--- config.mk ---
export PLATFORM = sky130hd
export DESIGN_NAME = seq_div_16
export DESIGN_NICKNAME = d
export VERILOG_FILES = /design/src/rtl/seq_div_16_pkg.sv /design/src/rtl/fa_16.sv /design/src/rtl/seq_div_16.sv
export SDC_FILE = /design/constraint.sdc
export NUM_CORES = 1
export LEC_CHECK = 0
export BUFFER_PORTS_ARGS = -buffer_cell sky130_fd_sc_hd__buf_2
export CAP_MARGIN = 20
export CORE_MARGIN = 3
export CORE_UTILIZATION = 56
export DETAILED_ROUTE_END_ITERATION = 8
export PLACE_DENSITY = 0.78
export SLEW_MARGIN = 30
export SYNTH_ARGS = -nofsm -noshare
export SYNTH_HDL_FRONTEND = slang
export SYNTH_SLANG_ARGS = --single-unit
export TNS_END_PERCENT = 10
--- constraint.sdc ---
create_clock -name clk -period 10.4 [get_ports clk]
set_clock_uncertainty 0.1 [all_clocks]
set_input_delay 0.52 -clock clk [delete_from_list [all_inputs] [get_ports clk]]
set_output_delay 0.52 -clock clk [all_outputs]
set_load 0.02 [all_outputs]
--- src/rtl/seq_div_16_pkg.sv ---
`default_nettype none
// ============================================================================
// Module      : seq_div_16_pkg
// Description : Shared constants and state encoding for the sequential
//               16-bit restoring divider.
// Revision    : 1.0 - initial release
// ============================================================================

package seq_div_16_pkg;

    localparam int DIV_WIDTH = 16;
    localparam int DIV_STEPS = 16;

    localparam logic [DIV_WIDTH-1:0] DBZ_QUOTIENT = 16'hFFFF;

    // Count value seen at the edge that performs the final iteration.
    localparam logic [3:0] LAST_STEP = 4'(DIV_STEPS - 1);

    typedef enum logic [1:0] {
        S_IDLE = 2'd0,
        S_RUN  = 2'd1,
        S_DONE = 2'd2
    } div_state_t;

endpackage

`default_nettype wire

--- src/rtl/fa_16.sv ---
`default_nettype none
// ============================================================================
// Module      : fa_16
// Description : 16-bit ripple-carry adder built from a chain of full adders.
// Revision    : 1.0 - initial release
// ============================================================================

module fa_16 (
    input  logic [15:0] a,
    input  logic [15:0] b,
    input  logic        cin,
    output logic [15:0] sum,
    output logic        cout
);

    logic [16:0] w_carry;

    assign w_carry[0] = cin;

    for (genvar i = 0; i < 16; i++) begin : g_bit
        assign sum[i]       = a[i] ^ b[i] ^ w_carry[i];
        assign w_carry[i+1] = (a[i] & b[i]) | (w_carry[i] & (a[i] ^ b[i]));
    end

    assign cout = w_carry[16];

endmodule

`default_nettype wire

--- src/rtl/seq_div_16.sv ---
`default_nettype none
// ============================================================================
// Module      : seq_div_16
// Description : Sequential 16-bit unsigned restoring divider, one quotient
//               bit per cycle through a shared subtract-mode ripple adder.
// Revision    : 1.0 - initial release
// ============================================================================

module seq_div_16
    import seq_div_16_pkg::*;
(
    input  logic                 clk,
    input  logic                 reset,
    input  logic                 start,
    input  logic [DIV_WIDTH-1:0] dividend,
    input  logic [DIV_WIDTH-1:0] divisor,
    output logic                 busy,
    output logic                 done,
    output logic [DIV_WIDTH-1:0] quotient,
    output logic [DIV_WIDTH-1:0] remainder,
    output logic                 div_by_zero
);

    div_state_t           r_state;
    div_state_t           w_next_state;

    logic [DIV_WIDTH-1:0] r_q;
    logic [DIV_WIDTH-1:0] r_d;
    // A restored remainder is always below D, so its 17th bit is identically
    // zero; only the low 16 bits are kept and the shifted value widens to 17.
    logic [DIV_WIDTH-1:0] r_rem;
    logic [3:0]           r_count;

    logic                 w_accept;
    logic                 w_zero_div;
    logic                 w_last;
    logic [DIV_WIDTH:0]   w_rs;
    logic [DIV_WIDTH-1:0] w_trial;
    logic                 w_cout;
    logic                 w_ge;
    logic [DIV_WIDTH-1:0] w_rem_next;
    logic [DIV_WIDTH-1:0] w_q_next;

    assign w_accept   = start && (r_state != S_RUN);
    assign w_zero_div = (divisor == '0);
    assign w_last     = (r_count == LAST_STEP);

    // ------------------------------------------------------------------
    // Iteration datapath: trial subtraction Rs - D as Rs + ~D + 1
    // ------------------------------------------------------------------
    assign w_rs = {r_rem, r_q[DIV_WIDTH-1]};

    fa_16 u_sub (
        .a    (w_rs[DIV_WIDTH-1:0]),
        .b    (~r_d),
        .cin  (1'b1),
        .sum  (w_trial),
        .cout (w_cout)
    );

    // A set Rs[16] means Rs >= 2^16 > D even though the 16-bit adder borrowed.
    assign w_ge       = w_rs[DIV_WIDTH] | w_cout;
    assign w_rem_next = w_ge ? w_trial : w_rs[DIV_WIDTH-1:0];
    assign w_q_next   = {r_q[DIV_WIDTH-2:0], w_ge};

    // ------------------------------------------------------------------
    // Control FSM
    // ------------------------------------------------------------------
    always_ff @(posedge clk or posedge reset) begin
        if (reset) begin
            r_state <= S_IDLE;
        end else begin
            r_state <= w_next_state;
        end
    end

    always_comb begin
        w_next_state = r_state;
        case (r_state)
            S_IDLE, S_DONE: begin
                if (start) begin
                    w_next_state = w_zero_div ? S_DONE : S_RUN;
                end else begin
                    w_next_state = S_IDLE;
                end
            end
            S_RUN: begin
                if (w_last) begin
                    w_next_state = S_DONE;
                end
            end
            default: w_next_state = S_IDLE;
        endcase
    end

    assign busy = (r_state == S_RUN);
    assign done = (r_state == S_DONE);

    // ------------------------------------------------------------------
    // Operand, iteration and result registers
    // ------------------------------------------------------------------
    always_ff @(posedge clk or posedge reset) begin
        if (reset) begin
            r_q         <= '0;
            r_d         <= '0;
            r_rem       <= '0;
            r_count     <= '0;
            quotient    <= '0;
            remainder   <= '0;
            div_by_zero <= 1'b0;
        end else if (w_accept) begin
            if (w_zero_div) begin
                quotient    <= DBZ_QUOTIENT;
                remainder   <= dividend;
                div_by_zero <= 1'b1;
            end else begin
                r_q         <= dividend;
                r_d         <= divisor;
                r_rem       <= '0;
                r_count     <= '0;
                div_by_zero <= 1'b0;
            end
        end else if (r_state == S_RUN) begin
            r_q     <= w_q_next;
            r_rem   <= w_rem_next;
            r_count <= r_count + 4'd1;
            if (w_last) begin
                quotient  <= w_q_next;
                remainder <= w_rem_next;
            end
        end
    end

endmodule

`default_nettype wire

==> impl_results.md, run 1 <==
- Status: finished clean
- # resized after CTS: 0
- Footprint of the multi-input gates: 0.00197 mm2
- Adder-cell share of the synthesized area: 0.0753
- Met2 wire len: 4.24 mm
- Pin count of the biggest net entering global routing: 88
- Final GP Congestion: 0.773
- CTS Buffer Depth: 2
- Die height: 93.9 um
- Met3 WL: 309 um
- Final Max Slew Viols: 0
- Routed length per instance: 18.0 um
- CTS buffer count: 9
- Clock latency at the later pin of the worst-skew pair: 0.36 ns
- Layout cells sized above 1: 0.469
- Critical-path cell list: inv_1, ha_1, fa_1, fa_1, fa_1, fa_1, fa_1, fa_1, fa_1, fa_1, fa_1, fa_1, fa_1, fa_1, fa_1, fa_1, fa_1, nand2b_2, mux2i_1, mux2_2, mux2_2
- Cell Rows: 31
- Total number of vias: 2646
- Relative slew slack: 0.432
- Die width: 93.9 um
- Most Frequent Cell on Critical Path: fa_1
- Die area: 0.00881 mm2
- Via density: 5.61
- Post-synthesis register bit count: 87
- Drt first pass iters: 4
- CTS root buffer: clkbuf_8
- Vias in the first global route: 2831
- Post-Route WL: 8.51 mm
- Sequential cell area: 0.00218 mm2
- Initial Util: 0.587
- Fill count: 567
- Crit Path Class: reg -> reg
- Async SR Flop Fraction: 1.00
- Synth Area in Compound Gates: 0.0831
- CP max stage delay: 0.41 ns
- N_diodes: 0
- Post-CTS Hold Buffers: 0
- CP Launch Point: r_q[15]
- Final Power: 1.79 mW
- Max cap viols: 0
- H-tree levels: 3
- Port bufs: 69
- Nets: 420
- Final Hold Fails: 0
- Post-Synth XOR/XNOR Area: 0.00203
- CP Launch Type: register
- Fin Setup TNS: 0 ns
- Post-CTS setup buffer count: 0
- Starting DRT DRC Count: 70
- Seq/Total Area, Yosys: 0.504
- Gr usage total: 0.215
- Mapped Avg Cell Area: 14.4 um2
- Max Used Layer: met4
- Min-delay worst type: in -> async
- Largest area contributor in the netlist: dfrtp_1
- Clock Pin Slew Worst Setup and Hold Paths: 0.09 ns
- Synth top area cells: dfrtp_1, mux2_2, fa_1
- Cell area after synthesis: 0.00432 mm2
- Mux contribution to synthesized area: 0.245
- Num ports: 70
- Critical Path End Type: register
- Worst hold margin: 0.240 ns
- DPL Wire Length: 6.03 mm
- Top cells by count, synth: dfrtp_1, mux2_2, inv_1
- Synth unique cells: 36
- Final setup vio count: 0
- DRT antenna net count: 0
- Non-filler cells, final: 472
- Post-synth EDFFs: 0
- Core area: 0.00737 mm2
- CTS Sinks: 87
- YS warnings: 0
- Peak Freq: 127 MHz
- Cell with the most instances after synthesis: dfrtp_1
- Main combinational cell family by area after synthesis: multiplexers
- Tightest Pin Transition: 0.852 ns
- Leak: 2.32 nW
- Initial antenna violation count: 0
- Power per cell area: 363 mW/mm2
- Mapped Cells: 301
- Critical path arrival: 8.03 ns
- Post-route DRC: 0
- CP Max Fanout: 18
- Synth-to-Final Area Change: 13.9%
- Placed Instances: 456
- Worst Path Required: 10.55 ns
- Syn Nets: 353
- Global-route wire length before repair: 14.4 mm
- Crit-path slowest cell: fa_1
- Synth top area share: 0.504
- Metal-1 WL: 3.81 mm
- Reg2reg start: r_q[15]
- GRT overflow: 0
- Crit share post-route: 0.757
- Peak VDD IR: 0.193 mV
- Fin crit period: 7.87 ns
- CTS tree: done
- Post-layout util: 0.668
- Setup repair after global routing missed its margin: no
- Post-synth top flop: dfrtp_1
- Flop2flop setup slack: 2.53 ns
- Post-Synth Simple-Gate Area: 0.0501
==> flip-flops by register name (all words and copies together) (netlist names) <==
register     cells
r_d             16
r_count          4
r_state          2
r_q             16
remainder       16
r_rem           16
quotient        16
div_by_zero      1
==> routing by layer <==
metal  vias to the layer above  GRT usage
li1                       1213          -
met1                      1371      0.290
met2                        52      0.346
met3                        10     0.0369
met4                         0     0.0878
met5                         -          0
==> power by group <==
group / internal, mW / switching, mW / leakage [nW]
Combinational: 0.487 / 0.459 / 1.18
Sequential: 0.510 / 0.113 / 1.05
Clock: 0.0896 / 0.128 / 0.0877
Total: 1.09 / 0.699 / 2.32
==> kinds of logic (layout without fill, tap and decap cells) <==
group / Yosys count / after routing
xor gates and xnor gates: 1 / 1
AOI/OAI and AO/OA: 41 / 41
muxes: 96 / 96
buffers and inverters: 36 / 108
and+or+nand+nor: 23 / 23
DFF: 87 / 87
adders and majority gates: 17 / 17
==> layout by cell type, fill, tap and decap left out, types with 3 or more instances in the layout <==
cell type	count
a22o_1	15
and2_1	3
buf_2	69
clkbuf_8	9
dfrtp_1	87
fa_1	15
inv_1	19
mux2_1	6
mux2_2	72
mux2i_1	18
nor2_1	3
nor4_4	4
o22a_1	15
==> through the flow <==
step | worst slack (ns) | instance area [um2]
finish | 2.53 | 4920
CTS | 2.14 | 4920
detailed placement | 2.15 | 4740
floorplan | 2.91 | 4320
global placement | 2.31 | 4710
global route | 2.25 | 4920
==> critical path: cells and delay by family, from the launching register on <==
| family | cells | cell delay (ns) |
|---|---|---|
| and+or+nand+nor | 1 | 0.41 |
| buffers and inverters | 1 | 0.07 |
| adders and majority gates | 16 | 6.06 |
| muxes | 3 | 0.79 |
| DFF | 1 | 0.33 |
==> final cells by class <==
type | instances | area share
Sequential cell | 87 | 0.442
Timing Repair Buffer | 72 | 0.0795
Tap cell | 99 | 0.0252
Clock buffer | 9 | 0.0252
Clock inverter | 7 | 0.0117
Inverter | 20 | 0.0155
Multi-Input combinational cell | 178 | 0.401
==> worst paths after layout <==
check | endpoint | depth (start not counted)
worst max-delay path | remainder[3] | 21
worst min-delay path | r_d[15] | 3
worst max register to register | remainder[3] | 21
worst min register to register | div_by_zero | 1
max in group asynchronous | r_count[2] | 3
min in group clk | r_d[1] | 2
Power figures use the tool's default switching activity.
==> run 2, diff against run 1 <==
CORE_UTILIZATION = 51   (was 56)
PLACE_DENSITY = 0.75   (was 0.78)
clock period = 6.78 ns   (was 10.4 ns; I/O delays follow)
==> run 2 against run 1 <==
The flow now finishes with violations (setup timing). Worst hold slack got worse by 0.16 ns. Largest power group unchanged. Register-to-register slack got worse by 2.7 ns. Critical path type unchanged. Combinational power increased by 87%.
==> impl_results.md, run 2 (synthesis gave the netlist of run 1 again) <==
- Vias in the first global route: 2883
- CTS buffer count: 9
- Die height: 98.1 um
- Post-CTS Hold Buffers: 0
- Num ports: 70
- Synth-to-Final Area Change: 18.3%
- Pin count of the biggest net entering global routing: 88
- Worst Path Required: 6.93 ns
- Fin crit period: 6.94 ns
- Leak: 2.36 nW
- Final instance area: 0.00511 mm2
- Global-route wire length before repair: 14.9 mm
- Via density: 5.56
- Worst hold margin: 0.0820 ns
- CP Max Fanout: 9
- Final Power: 3.07 mW
- N_diodes: 0
- Status: complete, but fails checks
- Critical Path End Type: register
- Final Max Slew Viols: 0
- CTS root buffer: clkbuf_8
- Nets: 431
- Initial antenna violation count: 0
- Highest-count cells in the layout ignoring fill and taps: dfrtp_1, mux2_2, buf_2
- Core area: 0.00797 mm2
- Die area: 0.00962 mm2
- Final Hold Fails: 0
- Layout cells sized above 1: 0.539
- Routed length per instance: 18.8 um
- CTS tree: done
- Final setup vio count: 16
- Tightest Pin Transition: 0.882 ns
- Crit share post-route: 1.02
- Total number of vias: 2701
- Drt first pass iters: 4
- Clock Pin Slew Worst Setup and Hold Paths: 0.09 ns
- DPL Wire Length: 6.28 mm
- CP Launch Type: register
- Dpl cell area: 0.00486 mm2
- CTS Sinks: 87
- Port bufs: 69
- Cell Rows: 32
- CTS Buffer Depth: 2
- Most common cell after layout, fill and taps aside: dfrtp_1
- Final GP Congestion: 0.749
- Peak Freq: 144 MHz
- Post-Route WL: 9.11 mm
- DRT antenna net count: 0
- Starting DRT DRC Count: 96
- Power per cell area: 601 mW/mm2
- Critical path arrival: 7.09 ns
- GRT overflow: 0
- Post-route setup slack: -0.164 ns
- Peak VDD IR: 0.317 mV
- Gr usage total: 0.196
- Crit Path Class: reg -> reg
- Min-delay worst type: in -> async
- Max cap viols: 0
- Relative slew slack: 0.412
- Post-route DRC: 0
- Setup repair after global routing missed its margin: yes
- Failing checks: setup timing
- Clock latency at the later pin of the worst-skew pair: 0.36 ns
- H-tree levels: 3
- Initial Util: 0.543
- Die width: 98.1 um
- Fin Setup TNS: -1.79 ns
-- run 2: changes by cell type in the layout (fill, tap and decap cells not counted), moves of 2 or more --
cell	change
fa_1	-15
fa_2	+15
buf_4	+9
mux2i_1	-4
clkinv_4	-2
mux2i_2	+2
mux2i_4	+2
-- run 2: area by class of cell --
type,instances,area (um2)
Tap cell,102,128
Sequential cell,87,2180
Multi-Input combinational cell,178,2060
Timing Repair Buffer,83,492
Fill cell,609,2850
Inverter,20,76.3
Clock inverter,5,40.0
Clock buffer,11,141
-- run 2: power by group --
group | internal [mW] | leakage [nW] | total (mW) | switching (mW)
combinational | 0.974 | 1.23 | 1.77 | 0.794
clock | 0.146 | 0.0826 | 0.344 | 0.198
sequential | 0.783 | 1.05 | 0.963 | 0.180
total | 1.90 | 2.36 | 3.07 | 1.17
-- run 2: worst paths after layout --
kind / from / end / slack [ns] / depth (start not counted)
setup / recovery: r_d[0] / remainder[0] / -0.16 / 21
hold / removal: reset / r_count[2] / 0.08 / 3
setup reg to reg: r_d[0] / remainder[0] / -0.16 / 21
hold reg to reg: div_by_zero / div_by_zero / 0.39 / 1
max in group asynchronous: reset / r_rem[10] / 5.98 / 3
min in group clk: divisor[1] / r_d[1] / 0.15 / 2
-- run 2: stage by stage --
step | util | cells | worst slack, ns
finish | 0.642 | 486 | -0.164
global route | 0.642 | 486 | -0.285
CTS | 0.632 | 485 | -0.204
detailed placement | 0.609 | 469 | -0.183
global placement | 0.607 | 468 | -0.0619
floorplan | - | 301 | -0.00330
-- run 2: timing repair --
action | in CTS | in global routing
gates resized for setup | 0 | 10
setup endpoints to repair | 20 | 31
setup buffers | 0 | 0
gates cloned | 0 | 1
pin swaps | 0 | 0
-- run 2: critical path, stage by stage, from the launching register on --
cell and delay, ns:
dfrtp_1 0.40, ha_2 0.18, fa_2 0.34, fa_2 0.34, fa_2 0.34, fa_2 0.34, fa_2 0.35, fa_2 0.35
fa_2 0.34, fa_2 0.34, fa_2 0.34, fa_2 0.34, fa_2 0.34, fa_2 0.34, fa_2 0.35, fa_2 0.35
fa_2 0.38, nand2b_4 0.12, buf_12 0.15, mux2i_1 0.12, mux2_2 0.29, mux2_2 0.27
-- run 2: layer usage --
metal  vias to the layer above  global-route usage  share of wire
met5                         -                   0              0
met4                         0              0.0564          0.010
met3                         8              0.0536          0.045
met2                        66               0.326           0.50
met1                      1393               0.253           0.44
li1                       1234                   -              -
